===== src/rtl/timer_cnt_cmp.sv =====
// -----------------------------------------------------------------------------
// timer_cnt_cmp
//
// Free-running event counter with compare-match interrupt and debug halt.
// The counter advances on prescaler ticks while the timer is running, can be
// loaded by software at any time, and raises a sticky status bit whenever its
// value equals the compare register.
//
// Ports
//   i_clk        system clock, all state updates on the rising edge
//   i_rst        asynchronous active-high reset
//   i_cnt_pulse  one-cycle count tick from the prescaler
//   i_timer_en   timer enable level
//   i_cnt_wr     one-cycle software counter-write strobe
//   i_cnt_wdata  counter load value (sampled with i_cnt_wr)
//   i_cmp_val    compare value
//   i_int_en     interrupt output enable
//   i_int_clr    one-cycle write-1-to-clear strobe for o_int_st
//   i_halt_req   debug halt request level
//   o_halt_ack   high exactly while the timer is halted
//   o_cnt        current counter value
//   o_int_st     sticky compare-match status
//   o_interrupt  interrupt request (o_int_st gated by i_int_en)
// -----------------------------------------------------------------------------
module timer_cnt_cmp #(
    parameter int CNT_WIDTH = 64
) (
    input  logic                 i_clk,
    input  logic                 i_rst,
    input  logic                 i_cnt_pulse,
    input  logic                 i_timer_en,
    input  logic                 i_cnt_wr,
    input  logic [CNT_WIDTH-1:0] i_cnt_wdata,
    input  logic [CNT_WIDTH-1:0] i_cmp_val,
    input  logic                 i_int_en,
    input  logic                 i_int_clr,
    input  logic                 i_halt_req,
    output logic                 o_halt_ack,
    output logic [CNT_WIDTH-1:0] o_cnt,
    output logic                 o_int_st,
    output logic                 o_interrupt
);

    typedef enum logic [1:0] {
        IDLE = 2'd0,
        RUN  = 2'd1,
        HALT = 2'd2
    } state_t;

    localparam logic [CNT_WIDTH-1:0] CNT_ONE = CNT_WIDTH'(1);

    state_t state;
    logic   match;

    // Plain modulo-2^CNT_WIDTH increment: all-ones wraps to zero, carry dropped.
    function automatic logic [CNT_WIDTH-1:0] cnt_inc(input logic [CNT_WIDTH-1:0] v);
        return v + CNT_ONE;
    endfunction

    assign match       = (o_cnt == i_cmp_val);
    assign o_interrupt = o_int_st & i_int_en;

    // Control FSM. Disabling the timer overrides any halt request; the
    // acknowledge is registered alongside the state so it tracks HALT exactly.
    always_ff @(posedge i_clk or posedge i_rst) begin
        if (i_rst) begin
            state      <= IDLE;
            o_halt_ack <= 1'b0;
        end else begin
            case (state)
                IDLE: begin
                    if (i_timer_en && i_halt_req) begin
                        state      <= HALT;
                        o_halt_ack <= 1'b1;
                    end else if (i_timer_en) begin
                        state      <= RUN;
                        o_halt_ack <= 1'b0;
                    end
                end
                RUN: begin
                    if (!i_timer_en) begin
                        state      <= IDLE;
                        o_halt_ack <= 1'b0;
                    end else if (i_halt_req) begin
                        state      <= HALT;
                        o_halt_ack <= 1'b1;
                    end
                end
                HALT: begin
                    if (!i_timer_en) begin
                        state      <= IDLE;
                        o_halt_ack <= 1'b0;
                    end else if (!i_halt_req) begin
                        state      <= RUN;
                        o_halt_ack <= 1'b0;
                    end
                end
                default: begin
                    state      <= IDLE;
                    o_halt_ack <= 1'b0;
                end
            endcase
        end
    end

    // Counter. The increment looks at the current state, so a tick arriving in
    // the same cycle as RUN->HALT still counts. A software write wins over a
    // coincident tick, and leaving RUN simply holds the value.
    always_ff @(posedge i_clk or posedge i_rst) begin
        if (i_rst) begin
            o_cnt <= '0;
        end else if (i_cnt_wr) begin
            o_cnt <= i_cnt_wdata;
        end else if ((state == RUN) && i_cnt_pulse) begin
            o_cnt <= cnt_inc(o_cnt);
        end
    end

    // Sticky match status. Set wins over clear, so the bit keeps re-setting
    // for as long as the match persists. i_int_en only gates the output.
    always_ff @(posedge i_clk or posedge i_rst) begin
        if (i_rst) begin
            o_int_st <= 1'b0;
        end else if (match) begin
            o_int_st <= 1'b1;
        end else if (i_int_clr) begin
            o_int_st <= 1'b0;
        end
    end

endmodule

===== config.mk =====
export PLATFORM = sky130hd
export DESIGN_NAME = timer_cnt_cmp
export DESIGN_NICKNAME = d
export VERILOG_FILES = /design/src/rtl/timer_cnt_cmp.sv
export SDC_FILE = /design/constraint.sdc
export NUM_CORES = 1
export LEC_CHECK = 0
export ABC_AREA = 1
export BUFFER_PORTS_ARGS = -buffer_cell sky130_fd_sc_hd__buf_2
export CORE_UTILIZATION = 40
export CTS_CLUSTER_DIAMETER = 120
export DETAILED_ROUTE_END_ITERATION = 12
export PLACE_DENSITY_LB_ADDON = 0.3
export SLEW_MARGIN = 20
export SYNTH_ARGS = -nofsm -noshare
export SYNTH_HDL_FRONTEND = slang
export SYNTH_SLANG_ARGS = --single-unit

===== constraint.sdc =====
create_clock -name i_clk -period 2.4 [get_ports i_clk]
set_clock_uncertainty 0.05 [all_clocks]
set_input_delay 0.12 -clock i_clk [delete_from_list [all_inputs] [get_ports i_clk]]
set_output_delay 0.12 -clock i_clk [all_outputs]
set_load 0.01 [all_outputs]

==> flow_summary.toml, run 1 <==
[sta]
finalSetupTns_ns = 0
fin_crit_sh_pct = 85.93
finalHoldViolCount = 0
drv_slew = 0
setup_viol_count_final = 0
relSlewSlack_pct = 64.00
rsz0062_at_grt = "no"
period_minus_slack_ns = 2.062
worstMarginPinSlew_ns = 0.5400
fmax_mhz = 484.9

[global_routing]
grtUsageTotal_pct = 28.92
antenna_found_initial = 0
grt_max_degree = 69
grt_pass1_vias = 6532
grt_overflow_total = 0
grt_pass1_wl_um = 33000

[synth]
synth_edf_count = 0
synth_fp_nets = 1098
syn_avg_cell_area_um2 = 6.061
synthCells = 961
ys_seq_elements = 68
ys.flop_type = "dfrtp_1"
syn_area_um2 = 5824
synthArstFlopShare_pct = 100.0
yosysWarnings = 0
synth.distinct_cells = 32
ys_seq_area_share_pct = 29.22

[setup_path]
path_delay_family = "simple AND/OR/NAND/NOR gates"
rr_startpoint = "o_cnt[28]"
arrival_ns = 2.24
slowest_delay_ns = 0.55
r2r-end = "o_cnt[46]"
required_ns = 2.58
slowest_stage = "dfrtp_1"
worstSetupStartpointType = "register"
rrSetupSlack_ns = 0.34
path_cells = "nand2_1 > nor2_1 > nand2_1 > nor2_1 > nand2_2 > inv_2 > nand2_1 > nand2_1 > nand3_1 > nand2_1 > nand2_1"
critPathBufInv = 1
cpMostUsedCell = "nand2_1"
reg2reg_depth = 11
end_kind = "register"
crit_type = "register to register"
critPathMaxFanout = 6

[drt]
drc_errors = 0
dr.first_iter.drc_count = 573
wl_per_cell_um = 15.37
vias = 7064
ant_nets = 0
vias_per_cell = 5.141
drtPass1Iterations = 5
wirelength_um = 21120

[clocking]
clkSinkCount = 68
cts_tree = "built"
insertion_delay_ns = 0.34
clk_pin_slew_ns = 0.06
cts_made_buffers = 9
cts.htree.levels = 3
cts.repair.resized = 0
post_cts_buffers = 0
hold_buffers = 27
cts.path.max_buffers = 2
clockRootBuffer = "clkbuf_16"

[power]
peakVddDrop_mv = 0.3933
intPower_mw = 2.793
p_comb_share_pct = 26.3
seqPwrFrac_pct = 36.8
sw_frac_of_total_pct = 33.49
p_leak_nw = 3.699
power_density_nw_per_um2 = 546.8
p_switching_mw = 1.406
p_clk_share_pct = 37.0

[min_path]
whs_endpoint = "o_cnt[1]"
hold_path_depth = 3
min_path_type = "input pin to register"
hold_path_startpoint = "i_cnt_wdata[1]"

[layout]
regArea_um2 = 1702
n_antenna_cell = 0
multiInputGateArea_um2 = 3714
syn2layout_area_growth_pct = 31.86
final_core_util_pct = 54.69
final_nets = 1327
fill_cells = 1435
drive_gt1_share_pct = 21.61

[placement]
dp_hpwl_um = 16170
portBuffers = 202
gp_congestion = 0.9391

[floorplan]
pin_count = 203
coreArea_um2 = 14040
die_w_um = 122.7
die_area_um2 = 15050
start_util_pct = 41.48
rows = 43
fp.dieH_um = 122.7

[run]
drv_cap = 0

[run_status]
status = "completed"
## tightest hold or removal path, stage by stage
cell and delay (ns):
buf_2 0.10, nand2_1 0.06, a31oi_1 0.08
## final cells by class
type	instances	area share (%)
inverter	83	4.057
sequential	68	22.16
multi-input combinational	788	48.35
tap	180	2.933
timing repair buffer	240	18.08
clock inverter	6	1.483
clock buffer	9	2.933
## logic make-up after synthesis
kind of cell,count (synthesis),synth area share [%]
xor+xnor,66,9.925
fa+ha+maj,1,0.2148
flops,68,29.22
compound gates,79,8.185
buf+inv,105,7.024
simple gates,642,45.44
## cells in the mapped netlist, types with 7 or more instances
library cell | instances | area [µm²]
inv_1 | 79 | 296.5
nand4_1 | 16 | 100.1
nor2_2 | 7 | 43.79
nand2_1 | 327 | 1227
o21ai_0 | 16 | 80.08
nor2_1 | 196 | 735.7
nand2_2 | 10 | 62.56
nand3b_1 | 7 | 52.55
dfrtp_1 | 68 | 1702
o211ai_1 | 19 | 142.6
o21ai_1 | 13 | 65.06
buf_2 | 9 | 45.04
a21oi_1 | 20 | 100.1
xor2_1 | 10 | 87.58
nand3_1 | 68 | 340.3
clkbuf_1 | 11 | 41.29
xnor2_1 | 56 | 490.5
## power groups by stage
stage | clock network, mW | logic, mW | registers (mW)
2_1_floorplan | 0 | 0.596 | 1.55
6_report | 1.55 | 1.10 | 1.54
3_5_place_dp | 0 | 1.06 | 1.56
5_1_grt | 1.59 | 1.24 | 1.57
4_1_cts | 1.56 | 1.10 | 1.54
3_3_place_gp | 0 | 1.06 | 1.55
## worst max path at each step
stage	slack (ns)	cells after the start	from	to
2_1_floorplan	0.52	1	i_rst	o_cnt[0]
3_3_place_gp	0.44	12	o_cnt[1]	o_cnt[46]
3_5_place_dp	0.42	12	o_cnt[1]	o_cnt[46]
4_1_cts	0.41	12	o_cnt[1]	o_cnt[46]
5_1_grt	0.14	10	o_cnt[1]	o_cnt[42]
6_report	0.34	11	o_cnt[28]	o_cnt[46]
## routing by layer
layer / GRT usage, % / wire [µm]
met5: 0 / 0
met2: 47.16 / 9631
met1: 39.32 / 9190
met3: 3.578 / 1863
met4: 9.909 / 435
## metrics by stage
stage	area [µm²]	hold WS (ns)	instances	setup slack [ns]	total power, mW
global route	7680	0.007901	1374	0.1351	4.402
finish	7680	0.005640	1374	0.3377	4.199
detailed placement	7071	0.1896	1332	0.4188	2.620
global placement	7071	0.1837	1332	0.4377	2.609
CTS	7680	0.0004390	1374	0.4051	4.203
floorplan	5824	0.1860	961	0.5185	2.144
## cell usage in the layout (no fill, tap or decap), types with 7 or more instances in the layout
cell           netlist  layout
a21oi_1             20      20
buf_2                9     202
buf_4                1       9
clkbuf_16            0       9
dfrtp_1             68      68
dlygate4sd3_1        0      27
inv_1               79      77
nand2_1            327     327
nand2_2             10      10
nand3_1             68      68
nand3b_1             7       7
nand4_1             16      16
nor2_1             196     196
nor2_2               7       7
o211ai_1            19      19
o21ai_0             16      16
o21ai_1             13      13
xnor2_1             56      56
xor2_1              10      10
## sequential cells by signal (all words and copies together), names as in the netlist
signal and count:
o_halt_ack 1, o_cnt 64, o_int_st 1, state 2
Power figures use the tool's default switching activity.
==> run 2: changes to the inputs <==
- RECOVER_POWER: not set -> 50
==> run 2 against run 1 <==
  * The run now ends with capacitance limit, slew limit left
  * Cell count unchanged
  * Count of clock-buffer cells in the layout unchanged
  * First-iteration DRC count up 2.3%
  * Critical endpoint is now o_cnt[52]
==> flow_summary.toml, run 2 (same netlist as run 1, synthesis figures left out) <==
[global_routing]
grt_pass1_wl_um = 33000
grt_overflow_total = 0
antenna_found_initial = 0
grt_pass1_vias = 6532
grtUsageTotal_pct = 28.92
grt_max_degree = 69

[run_status]
violations = "capacitance limit, slew limit"
status = "complete, but fails checks"

[layout]
n_antenna_cell = 0
layout_commonest_cell = "nand2_1"
fill_cells = 1451
largest_reg_flops = 64
final_nets = 1327
reg_top3 = "o_cnt (64), state (2)"
final_cell_mix = "nand2_1 (327), nor2_1 (196), buf_2 (173)"
drive_gt1_share_pct = 19.01
syn2layout_area_growth_pct = 30.96
regMostFlops = "o_cnt"

[drt]
vias = 7084
dr.first_iter.drc_count = 586
ant_nets = 0
wl_per_cell_um = 15.41
drc_errors = 0
drtPass1Iterations = 6
wirelength_um = 21180
vias_per_cell = 5.156

[floorplan]
pin_count = 203
rows = 43
coreArea_um2 = 14040
fp.dieH_um = 122.7
die_area_um2 = 15050
start_util_pct = 41.48
die_w_um = 122.7

[power]
power_density_nw_per_um2 = 549.2
peakVddDrop_mv = 0.3897
p_leak_nw = 3.607

[sta]
worstMarginPinSlew_ns = 1.610
fmax_mhz = 489.6
relSlewSlack_pct = -7.326
rsz0062_at_grt = "no"
finalHoldViolCount = 0
setup_viol_count_final = 0
setup_ws_ns = 0.3574
fin_crit_sh_pct = 85.11
drv_slew = 69
finalSetupTns_ns = 0
period_minus_slack_ns = 2.043

[placement]
dp_hpwl_um = 16170
preCtsSetupSlack_ns = 0.4188
portBuffers = 202
gp_congestion = 0.9391

[clocking]
insertion_delay_ns = 0.34
cts.repair.resized = 0
cts.path.max_buffers = 2
clkSinkCount = 68
cts.htree.levels = 3
hold_buffers = 27
cts_made_buffers = 9
clk_pin_slew_ns = 0.06
cts_tree = "built"
post_cts_buffers = 0
clockRootBuffer = "clkbuf_16"

[setup_path]
worstSetupStartpointType = "register"
critPathBufInv = 0
reg2reg_depth = 9
slowest_stage = "dfrtp_1"
cp.depth = 9
cpMostUsedCell = "nand2_1"
path_delay_family = "simple AND/OR/NAND/NOR gates"
end_kind = "register"
critPathMaxFanout = 6
slowest_delay_ns = 0.54
path_cells = "nand2_1 > nor2_1 > nand2_1 > nor2_1 > nand2_1 > o21ai_1 > nand3_1 > nand2_1 > nand2_1"
required_ns = 2.58
crit_type = "register to register"
arrival_ns = 2.22

[min_path]
min_path_type = "input pin to register"
hold_path_depth = 3

[run]
drv_cap = 1
-- run 2: path summary, 6_finish.rpt --
path	startpoint	end	slack (ns)
max in group asynchronous	i_rst	o_cnt[38]	0.48
max reg2reg	o_cnt[28]	o_cnt[52]	0.36
min in group asynchronous	i_rst	state[1]	0.85
min reg2reg	state[1]	state[1]	0.44
max	o_cnt[28]	o_cnt[52]	0.36
min	i_cnt_wdata[1]	o_cnt[1]	0.007
-- run 2: metrics by stage --
stage,util (%),hold WS (ns),cells,instance area [µm²],power (mW)
2_1_floorplan,-,0.1860,961,5824,2.144
3_3_place_gp,50.35,0.1837,1332,7071,2.609
3_5_place_dp,50.35,0.1896,1332,7071,2.620
4_1_cts,54.69,0.0004390,1374,7680,4.203
5_1_grt,54.32,0.007922,1374,7627,4.386
6_report,54.32,0.007472,1374,7627,4.189
-- run 2: area by class of cell --
class	instances	area (µm²)	area share (%)
multi-input combinational	788	3714	48.69
inverter	83	311.5	4.085
clock buffer	9	225.2	2.953
clock inverter	6	113.9	1.493
timing repair buffer	240	1336	17.52
sequential	68	1702	22.31
tap	180	225.2	2.953
-- run 2: worst min-delay path: cells and delay by family --
kind | cells | cell delay (ns)
buffers and inverters | 1 | 0.10
AOI/OAI and AO/OA | 1 | 0.08
and+or+nand+nor | 1 | 0.06
-- run 2: routing by layer --
| metal | part of all wire [%] | routed length, µm | GRT usage (%) |
|---|---|---|---|
| met1 | 44 | 9269 | 39.32 |
| met2 | 46 | 9724 | 47.16 |
| met3 | 8.5 | 1809 | 3.578 |
| met4 | 1.8 | 374 | 9.909 |
| met5 | 0 | 0 | 0 |
-- run 2: report_power, final --
| group | switching (mW) | total, mW | internal [mW] |
|---|---|---|---|
| Clock | 0.544 | 1.56 | 1.01 |
| Sequential | 0.271 | 1.55 | 1.27 |
| Combinational | 0.597 | 1.09 | 0.490 |
| Total | 1.41 | 4.19 | 2.78 |
